==> src/rtl/ex_mem_reg.sv <==
// EX->MEM pipeline register: valid/ready handshake with a one-entry skid buffer,
// store-data lane replication, byte-enable generation and misaligned-store flagging.
module ex_mem_reg #(
  parameter int DATA_W = 32,
  parameter int REG_AW = 5
) (
  input  logic              clk,
  input  logic              rst,
  input  logic              flush,
  input  logic              ex_valid,
  output logic              ex_ready,
  input  logic              ex_memwr,
  input  logic              ex_regwr,
  input  logic              ex_wasel,
  input  logic [1:0]        ex_wbsel,
  input  logic [REG_AW-1:0] ex_rdaddr,
  input  logic [2:0]        ex_func3,
  input  logic [DATA_W-1:0] ex_alu_out,
  input  logic [DATA_W-1:0] ex_rs2o,
  output logic              mem_valid,
  input  logic              mem_ready,
  output logic              mem_memwr,
  output logic              mem_regwr,
  output logic              mem_wasel,
  output logic [1:0]        mem_wbsel,
  output logic [REG_AW-1:0] mem_rdaddr,
  output logic [2:0]        mem_func3,
  output logic [DATA_W-1:0] mem_addr,
  output logic [DATA_W-1:0] mem_wdata,
  output logic [3:0]        mem_wmask,
  output logic              mem_misalign
);

  typedef struct packed {
    logic              memwr;
    logic              regwr;
    logic              wasel;
    logic [1:0]        wbsel;
    logic [REG_AW-1:0] rdaddr;
    logic [2:0]        func3;
    logic [DATA_W-1:0] addr;
    logic [DATA_W-1:0] wdata;
    logic [3:0]        wmask;
    logic              misalign;
  } entry_t;

  entry_t     in_entry;
  entry_t     main_entry;
  entry_t     skid_entry;
  logic       main_valid;
  logic       skid_valid;
  logic       accept;
  logic       stall;
  logic [1:0] lane;

  assign ex_ready = ~skid_valid;
  assign accept   = ex_valid & ex_ready;
  assign stall    = main_valid & ~mem_ready;
  assign lane     = ex_alu_out[1:0];

  // Store formatting is done once at capture so the MEM stage sees ready-to-use lanes.
  // NOTE: every field gets a default before the case so no path leaves a latch behind.
  always_comb begin
    in_entry          = '0;
    in_entry.memwr    = ex_memwr;
    in_entry.regwr    = ex_regwr;
    in_entry.wasel    = ex_wasel;
    in_entry.wbsel    = ex_wbsel;
    in_entry.rdaddr   = ex_rdaddr;
    in_entry.func3    = ex_func3;
    in_entry.addr     = ex_alu_out;
    in_entry.wdata    = ex_rs2o;
    case (ex_func3[1:0])
      2'b00: begin
        in_entry.wdata = {4{ex_rs2o[7:0]}};
        in_entry.wmask = 4'b0001 << lane;
      end
      2'b01: begin
        in_entry.wdata    = {2{ex_rs2o[15:0]}};
        in_entry.wmask    = lane[1] ? 4'b1100 : 4'b0011;
        in_entry.misalign = lane[0];
      end
      2'b10: begin
        in_entry.wmask    = 4'b1111;
        in_entry.misalign = (lane != 2'b00);
      end
      default: begin
        in_entry.wmask    = 4'b0000;
        in_entry.misalign = 1'b1;
      end
    endcase
    if (!ex_memwr) begin
      in_entry.wmask    = 4'b0000;
      in_entry.misalign = 1'b0;
    end
  end

  // NOTE: state is updated with non-blocking assignments so every register samples pre-edge values.
  always_ff @(posedge clk or negedge rst) begin
    if (!rst) begin
      main_valid <= 1'b0;
      skid_valid <= 1'b0;
      main_entry <= '0;
    end else if (flush) begin
      main_valid <= 1'b0;
      skid_valid <= 1'b0;
    end else if (!stall) begin
      if (skid_valid) begin
        main_entry <= skid_entry;
        main_valid <= 1'b1;
        skid_valid <= 1'b0;
      end else if (accept) begin
        main_entry <= in_entry;
        main_valid <= 1'b1;
      end else begin
        main_valid <= 1'b0;
      end
    end else if (accept) begin
      skid_valid <= 1'b1;
    end
  end

  // NOTE: skid payload is not reset; skid_valid alone decides whether it is ever used.
  always_ff @(posedge clk) begin
    if (!flush && stall && accept) begin
      skid_entry <= in_entry;
    end
  end

  assign mem_valid    = main_valid;
  assign mem_memwr    = main_entry.memwr & main_valid & ~main_entry.misalign;
  assign mem_regwr    = main_entry.regwr & main_valid & (main_entry.rdaddr != '0);
  assign mem_misalign = main_entry.misalign & main_valid;
  assign mem_wasel    = main_entry.wasel;
  assign mem_wbsel    = main_entry.wbsel;
  assign mem_rdaddr   = main_entry.rdaddr;
  assign mem_func3    = main_entry.func3;
  assign mem_addr     = main_entry.addr;
  assign mem_wdata    = main_entry.wdata;
  assign mem_wmask    = main_entry.wmask;

endmodule

==> config.mk <==
export PLATFORM = sky130hd
export DESIGN_NAME = ex_mem_reg
export DESIGN_NICKNAME = d
export VERILOG_FILES = /design/src/rtl/ex_mem_reg.sv
export SDC_FILE = /design/constraint.sdc
export NUM_CORES = 1
export LEC_CHECK = 0
export BUFFER_PORTS_ARGS = -buffer_cell sky130_fd_sc_hd__buf_2
export CORE_ASPECT_RATIO = 0.7
export CORE_UTILIZATION = 49
export CTS_BUF_LIST = sky130_fd_sc_hd__clkbuf_16
export CTS_CLUSTER_SIZE = 12
export DETAILED_ROUTE_END_ITERATION = 16
export GPL_TIMING_DRIVEN = 0
export PLACE_DENSITY = 0.76
export SYNTH_ARGS = -nofsm -noshare
export SYNTH_HDL_FRONTEND = slang
export SYNTH_SLANG_ARGS = --single-unit
export TNS_END_PERCENT = 50
==> constraint.sdc <==
create_clock -name clk -period 10.15 [get_ports clk]
set_input_delay 0 -clock clk [delete_from_list [all_inputs] [get_ports clk]]
set_output_delay 0 -clock clk [all_outputs]
set_load 0.02 [all_outputs]
Word level (Yosys, flattened, before mapping) --
Index checks and enable logic that the tools add are counted.
Storage, ports and cells: register bits 166, bits of input ports 82, output and inout bits 84, logic and storage cells 61
Operators by class: equal/unequal tests 4, shift-type cells 1, muxes and demuxes 14, bitwise logic cells 12, reductions and logical operators 8
Operators by type and width (count):
- $mux 82 | 2
- $pmux 32 s2 | 1
- $pmux 4 s3 | 1
- $and 1x1->1 | 7
- $mux 1 | 7
- $mux 5 | 1
- $not 1->1 | 5
- $reduce_bool 5->1 | 1
- $mux 4 | 1
- $reduce_bool 2->1 | 2
- $shl 1x2->4 const A | 1
- $ne 3x3->1 const B | 1
- $pmux 1 s3 | 1
- $reduce_and 3->1 | 1
- $eq 2x1->1 const B | 1
- $eq 2x2->1 const B | 1
- $logic_and 1x1->1 | 2
- $logic_not 2->1 | 1
- $ne 2x2->1 const B | 1
- $logic_not 1->1 | 1

Depth between registers and ports, before layout --
Gate-level depths: netlist (run 1).
word-level depth 6, mapped depth 8, gate-level depth less buffers 4

Least setup slack after synthesis (run 1) --
OpenSTA, ideal clock, no wires.
path kind reg2reg, start register skid_valid, end register skid_entry[0] (netlist name) (enable), library setup time 0.753 ns, arrival time 9.371 ns, data required time 9.397 ns, slack 0.026 ns, stages on the path, launching flop included 5, buffers on the path 3, clock period less this slack 10.124 ns, path through dfrtp_1 -> buf_4 -> buf_2 -> clkbuf_1 -> nor4b_1
Between the ends: longest elaborated chain between the ends 3
RTL lines:
- start: declaration | line 51 | logic skid_valid;
- start signal: assignment | line 102 | skid_valid <= 1'b0;
- start signal: assignment | line 106 | skid_valid <= 1'b0;
- start signal: assignment | line 111 | skid_valid <= 1'b0;
- $not 1->1 | line 56 | assign ex_ready = ~skid_valid;
- $and 1x1->1 | line 57 | assign accept = ex_valid & ex_ready;
- $logic_and 1x1->1 | line 125 | if (!flush && stall && accept) begin
- end signal: assignment | line 126 | skid_entry <= in_entry;
- end: declaration | line 49 | entry_t skid_entry;
No other way between the ends. A chain may end at the register's enable or synchronous reset.

Worst setup path after layout (run 1) --
start register skid_valid, end register skid_entry[42] (netlist name) (enable)
The elaborated chain is that of the path after synthesis.

==> results_dict.tcl, run 1 <==
set metrics [dict create \
    start_kind "flop" \
    netlist_instances 635 \
    place_congestion 0.792 \
    portBuffers 165 \
    clock-sinks 166 \
    antenna_cells 0 \
    nNetsFinal 994 \
    clk_path_buf_depth 2 \
    numCtsBuffers 17 \
    timing.max_cap.violations 0 \
    core_area_um2 14800 \
    synth.yosys.warnings 0 \
    routed_wl_mm 18.3 \
    r2r_slack_ps 7110 \
    drt_iter0_drc 362 \
    fin_area_um2 10100 \
    ios 166 \
    routed_via_density 5.06 \
    drv_slew 0 \
    htree_levels 4 \
    fp.dieW_um 149 \
    slowest_delay_ps 860 \
    clk_pin_slew_ps 70 \
    grt_use_total_pct 24.6 \
    ir_worst_vdd_v 0.000115 \
    cp_max_fo 10 \
    post-route-period-util_pct 30.0 \
    cp.required_ps 10270 \
    grt-ovfl-total 0 \
    synth_top_family_by_area "multiplexers" \
    synth-xor-area-share_pct 0 \
    die-height_um 105 \
    hold_ws_ps 78.1 \
    vias 5664 \
    synth_mux_area_share_pct 11.8 \
    synth_simple_gate_area_share_pct 8.45 \
    powerDensity_nw_per_um2 182 \
    cts_root_buf "clkbuf_16" \
    postPlaceCellArea_um2 8630 \
    wire_per_inst_um 16.3 \
    yosysSeqAreaShare_pct 61.3 \
    crit_arrival_ps 3170 \
    drive_gt1_share_pct 35.8 \
    fin_crit_ps 3040 \
    final_common_cell "buf_2" \
    grt_pass1_wl_mm 29.3 \
    worstMarginPinSlew_ps 891 \
    clock.fmax_ghz 0.329 \
    syn_avg_cell_area_um2 11.7 \
    area_growth_pct 35.0 \
    grt_max_degree 54 \
    cp_common_cell "buf_4" \
    syn-cell-area_um2 7440 \
    finClkSkew_ps 9.51 \
    slew_headroom_pct 40.4 \
    final_cell_mix "180 x buf_2, 89 x nand2_1, 89 x buf_4" \
    hpwl_mm 12.3 \
    first_pass_iters 5 \
    synthAdderAreaFrac_pct 0 \
    power_leakage_nw 4.43 \
    synth-compound-area-share_pct 8.15 \
    rsz0062_at_grt "no" \
    cts_tree "yes" \
    cp-end-kind "flop" \
    hp-class "input pin to async pin" \
    critPathKind "flop to flop" \
    start_util_pct 50.4 \
    grt_pass1_vias 5763 \
    synth_cell_types 28 \
    drc 0 \
    row_count 37 \
    synth_nets 717 \
    crit_slowest_cell "nor4b_2" \
    antenna_found_initial 0 \
    dieArea_um2 15700 \
    rr_worst_depth 8 \
    ant_nets 0 \
    path_cells "buf_4 > buf_2 > clkbuf_1 > nor4b_2 > buf_4 > buf_4 > buf_4 > buf_4" \
    yosys_register_bits 166 \
    outcome "completed" \
    clk_latency_ps 420 \
    finalSetupViolations 0 \
    fin_setup_tns_ps 0 \
    hold_viol_final 0 \
]
==> area by class of cell <==
| class | count | area [um2] |
|---|---|---|
| plain buffers | 113 | 756 |
| clock buffers | 17 | 425 |
| clock inverters | 15 | 176 |
| fillers | 1125 | 4720 |
| inverters | 2 | 7.51 |
| multi-input cells | 354 | 2120 |
| flip-flops and latches | 166 | 4560 |
| well taps | 195 | 244 |
| repair buffers | 258 | 1760 |
==> worst max-delay path, delay by kind of cell, from the launching register on <==
family | cells | cell delay (ps)
buf+inv | 7 | 1520
flops | 1 | 360
simple gates | 1 | 860
==> report_power, final <==
part           leakage (nW)  internal (mW)  switching, mW  total [mW]
clock network         0.293          0.389          0.275       0.664
logic                  2.36          0.174          0.193       0.367
registers              1.78          0.768         0.0339       0.802
total                  4.43           1.33          0.502        1.83
==> logic make-up (layout without fill, tap and decap cells) <==
| group | after synthesis | in the layout |
|---|---|---|
| DFF | 166 | 166 |
| AOI/OAI and AO/OA | 119 | 119 |
| buffers and inverters | 115 | 405 |
| muxes | 85 | 85 |
| and+or+nand+nor | 150 | 150 |
==> repair_timing <==
action / in CTS / in global routing
resized for setup: 0 / 0
buffers inserted: 0 / 0
hold buffers: 82 / 0
endpoints found under the hold margin: 213 / 0
==> flip-flops by register name (all words and copies together), names as in the netlist <==
| signal | count |
|---|---|
| skid_entry | 82 |
| mem_addr | 32 |
| mem_wdata | 32 |
| mem_rdaddr | 5 |
| mem_wmask | 4 |
| main_entry | 3 |
| mem_func3 | 3 |
| mem_wbsel | 2 |
| mem_valid | 1 |
| mem_wasel | 1 |
| skid_valid | 1 |
==> worst paths after layout <==
path / start / to
max reg2reg: skid_valid$_DFFE_PN0P_ / skid_entry[42]$_DFFE_PP_
max: skid_valid$_DFFE_PN0P_ / skid_entry[42]$_DFFE_PP_
min in group clk: mem_ready / skid_entry[65]$_DFFE_PP_
max in group asynchronous: rst / main_entry[80]$_DFFE_PN0P_
min reg2reg: mem_addr[24]$_DFFE_PN0P_ / mem_addr[24]$_DFFE_PN0P_
min: rst / mem_wdata[26]$_DFFE_PN0P_
==> through the flow <==
step | utilization [%] | setup WS (ps) | std cells | total power, mW
after floorplan | - | 26.0 | 635 | 1.04
after global placement | 57.7 | -4470 | 995 | 1.15
after detailed placement | 58.4 | 7030 | 1006 | 1.15
after CTS | 68.1 | 7030 | 1120 | 1.84
after global routing | 68.1 | 6890 | 1120 | 1.90
final | 68.1 | 7110 | 1120 | 1.83
==> metal layers <==
metal	part of all wire, %	up-vias	global-route usage, %
li1	-	2683	-
met1	46	2741	34.3
met2	47	215	38.7
met3	5.9	25	4.85
met4	1.4	0	7.36
met5	0	-	0
==> cell usage after synthesis <==
library cell,count,area (um2)
clkbuf_1,15,56.3
nor4b_1,1,8.76
buf_6,2,22.5
buf_4,79,593
buf_1,1,3.75
nand2b_1,2,12.5
and2_1,1,6.26
buf_2,16,80.1
nand3b_1,1,7.51
inv_1,1,3.75
nor2_2,1,6.26
or2_2,2,12.5
o21a_1,1,7.51
mux2i_1,61,611
o21ai_0,83,415
nand2_1,89,334
inv_2,1,3.75
a21oi_1,14,70.1
o21ai_1,19,95.1
o311ai_0,1,8.76
nor3_1,2,10.0
mux2_2,24,270
o311a_1,1,10.0
or3_1,5,31.3
nor2b_1,11,68.8
nor2_1,35,131
dfrtp_1,84,2100
edfxtp_1,82,2460
(Power assumes the default switching activity.)
==> inputs of run 2 (changes only) <==
--- a/config.mk
+++ b/config.mk
@@ -7,12 +7,12 @@
 export LEC_CHECK = 0
 export BUFFER_PORTS_ARGS = -buffer_cell sky130_fd_sc_hd__buf_2
 export CORE_ASPECT_RATIO = 0.7
-export CORE_UTILIZATION = 49
+export CORE_UTILIZATION = 50
 export CTS_BUF_LIST = sky130_fd_sc_hd__clkbuf_16
 export CTS_CLUSTER_SIZE = 12
 export DETAILED_ROUTE_END_ITERATION = 16
 export GPL_TIMING_DRIVEN = 0
-export PLACE_DENSITY = 0.76
+export PLACE_DENSITY = 0.75
 export SYNTH_ARGS = -nofsm -noshare
 export SYNTH_HDL_FRONTEND = slang
 export SYNTH_SLANG_ARGS = --single-unit
==> constraint.sdc (replaced) <==
create_clock -name clk -period 2.9 [get_ports clk]
set_input_delay 0 -clock clk [delete_from_list [all_inputs] [get_ports clk]]
set_output_delay 0 -clock clk [all_outputs]
set_load 0.02 [all_outputs]
==> results_dict.tcl, run 2 (synthesis gave the netlist of run 1 again) <==
set metrics [dict create \
    die-height_um 104 \
    area_growth_pct 34.8 \
    top_register "skid_entry" \
    crit_arrival_ps 2580 \
    drv_slew 0 \
    outcome "completed" \
    clock-sinks 166 \
    htree_levels 4 \
    cts-hold-fix-buffers 82 \
    p_int_mw 4.48 \
    portBuffers 165 \
    final-seq-area_um2 4560 \
    clk_path_buf_depth 2 \
    hold_viol_final 0 \
    start_kind "flop" \
    routed_wl_mm 19.1 \
    hpwl_mm 12.8 \
    final_common_cell "buf_2" \
    hp-class "input pin to async pin" \
    ant_nets 0 \
    numCtsBuffers 17 \
    core_area_um2 14200 \
    cts_setup_buffers 0 \
    antenna_found_initial 0 \
    clk_pin_slew_ps 60 \
    largest_reg_flops 82 \
    cp.required_ps 3030 \
    r2r_slack_ps 450 \
    fin_crit_ps 2450 \
    grt_use_total_pct 25.6 \
    grt_pass1_wl_mm 30.1 \
    rsz0062_at_grt "no" \
    cp_max_fo 14 \
    use_met2_pct 40.6 \
    switching_share_pct 28.4 \
    fp.dieW_um 148 \
    start_util_pct 52.3 \
    powerDensity_nw_per_um2 624 \
    p_switching_mw 1.78 \
    fillCellCount 1035 \
    finalSetupViolations 0 \
    combPwrFrac_pct 20.8 \
    antenna_cells 0 \
    grt.busiest_layer "met2" \
    multi_input_area_um2 2130 \
    clk_latency_ps 420 \
    cts_root_buf "clkbuf_16" \
    clkPwrFrac_pct 34.4 \
    seqPwrFrac_pct 44.8 \
    cts_resized 0 \
    r2r-start "skid_valid$_DFFE_PN0P_" \
    drt_iter0_drc 373 \
    timing.max_cap.violations 0 \
    final_cell_mix "179 x buf_2, 89 x nand2_1, 84 x dfrtp_1" \
    place_congestion 0.824 \
    post-route-util_pct 70.5 \
    ios 166 \
    cp-end-kind "flop" \
    met1_usage_pct 36.6 \
    row_count 36 \
    finClkSkew_ps 11.1 \
    clock.fmax_ghz 0.408 \
    rr_endpoint "skid_entry[39]$_DFFE_PP_" \
    slew_headroom_pct 49.3 \
    grt_max_degree 46 \
    wire_per_inst_um 17.2 \
    ir_worst_vdd_v 0.000411 \
    drc 0 \
    rr_worst_depth 7 \
    grt_pass1_vias 5775 \
    first_pass_iters 6 \
    grt-ovfl-total 0 \
    worstMarginPinSlew_ps 761 \
    hold_ws_ps 138 \
    post-route-period-util_pct 84.4 \
    cts_tree "yes" \
    routed_via_density 5.16 \
    dieArea_um2 15400 \
    use_met3_pct 5.04 \
    nNetsFinal 990 \
    critPathKind "flop to flop" \
    power_leakage_nw 4.39 \
    vias 5732 \
    power_mw 6.26 \
    drive_gt1_share_pct 35.7 \
]
run 2: layout make-up:
class,count,area share [%]
Sequential cell,166,45.5
Timing Repair Buffer,254,17.5
Buffer,113,7.73
Tap cell,190,2.37
Clock inverter,15,1.32
Inverter,2,0.0748
Clock buffer,17,4.24
Multi-Input combinational cell,354,21.2
run 2: power groups by stage:
stage / registers, mW / clock network [mW] / logic (mW)
finish: 2.81 / 2.15 / 1.30
global placement: 2.84 / 0 / 1.16
global route: 2.83 / 2.28 / 1.40
CTS: 2.81 / 2.17 / 1.30
floorplan: 2.82 / 0 / 0.809
detailed placement: 2.85 / 0 / 1.21
run 2: stage by stage:
stage                     std cells  instance area [um2]  worst slack [ps]  setup TNS [ps]
after floorplan                 635                 7480              -987          -80960
after global placement          990                 8540             -2330         -190640
after detailed placement        997                 8660               446               0
after CTS                      1111                10000               429               0
after global routing           1111                10000               346               0
final                          1111                10000               451               0
run 2: how the worst max path moves through the flow:
| stage | from | endpoint | slack [ps] | depth (start not counted) |
|---|---|---|---|---|
| 2_1_floorplan | skid_valid$_DFFE_PN0P_ | skid_entry[0]$_DFFE_PP_ | -990 | 4 |
| 3_3_place_gp | skid_valid$_DFFE_PN0P_ | skid_entry[47]$_DFFE_PP_ | -2330 | 4 |
| 3_5_place_dp | skid_valid$_DFFE_PN0P_ | skid_entry[50]$_DFFE_PP_ | 450 | 7 |
| 4_1_cts | skid_valid$_DFFE_PN0P_ | skid_entry[32]$_DFFE_PP_ | 430 | 7 |
| 5_1_grt | skid_valid$_DFFE_PN0P_ | skid_entry[40]$_DFFE_PP_ | 350 | 7 |
| 6_report | skid_valid$_DFFE_PN0P_ | skid_entry[39]$_DFFE_PP_ | 450 | 7 |
run 2: critical path: stages, from the launching register on:
cell	delay, ps
dfrtp_1	380
buf_6	150
buf_6	140
clkbuf_8	170
nor4b_4	650
buf_8	250
buf_6	210
buf_6	200
run 2: layer usage:
metal	share of wire (%)	vias up
met1	46	2786
li1	-	2670
met4	0.94	0
met5	0	-
met3	6.1	26
met2	47	250
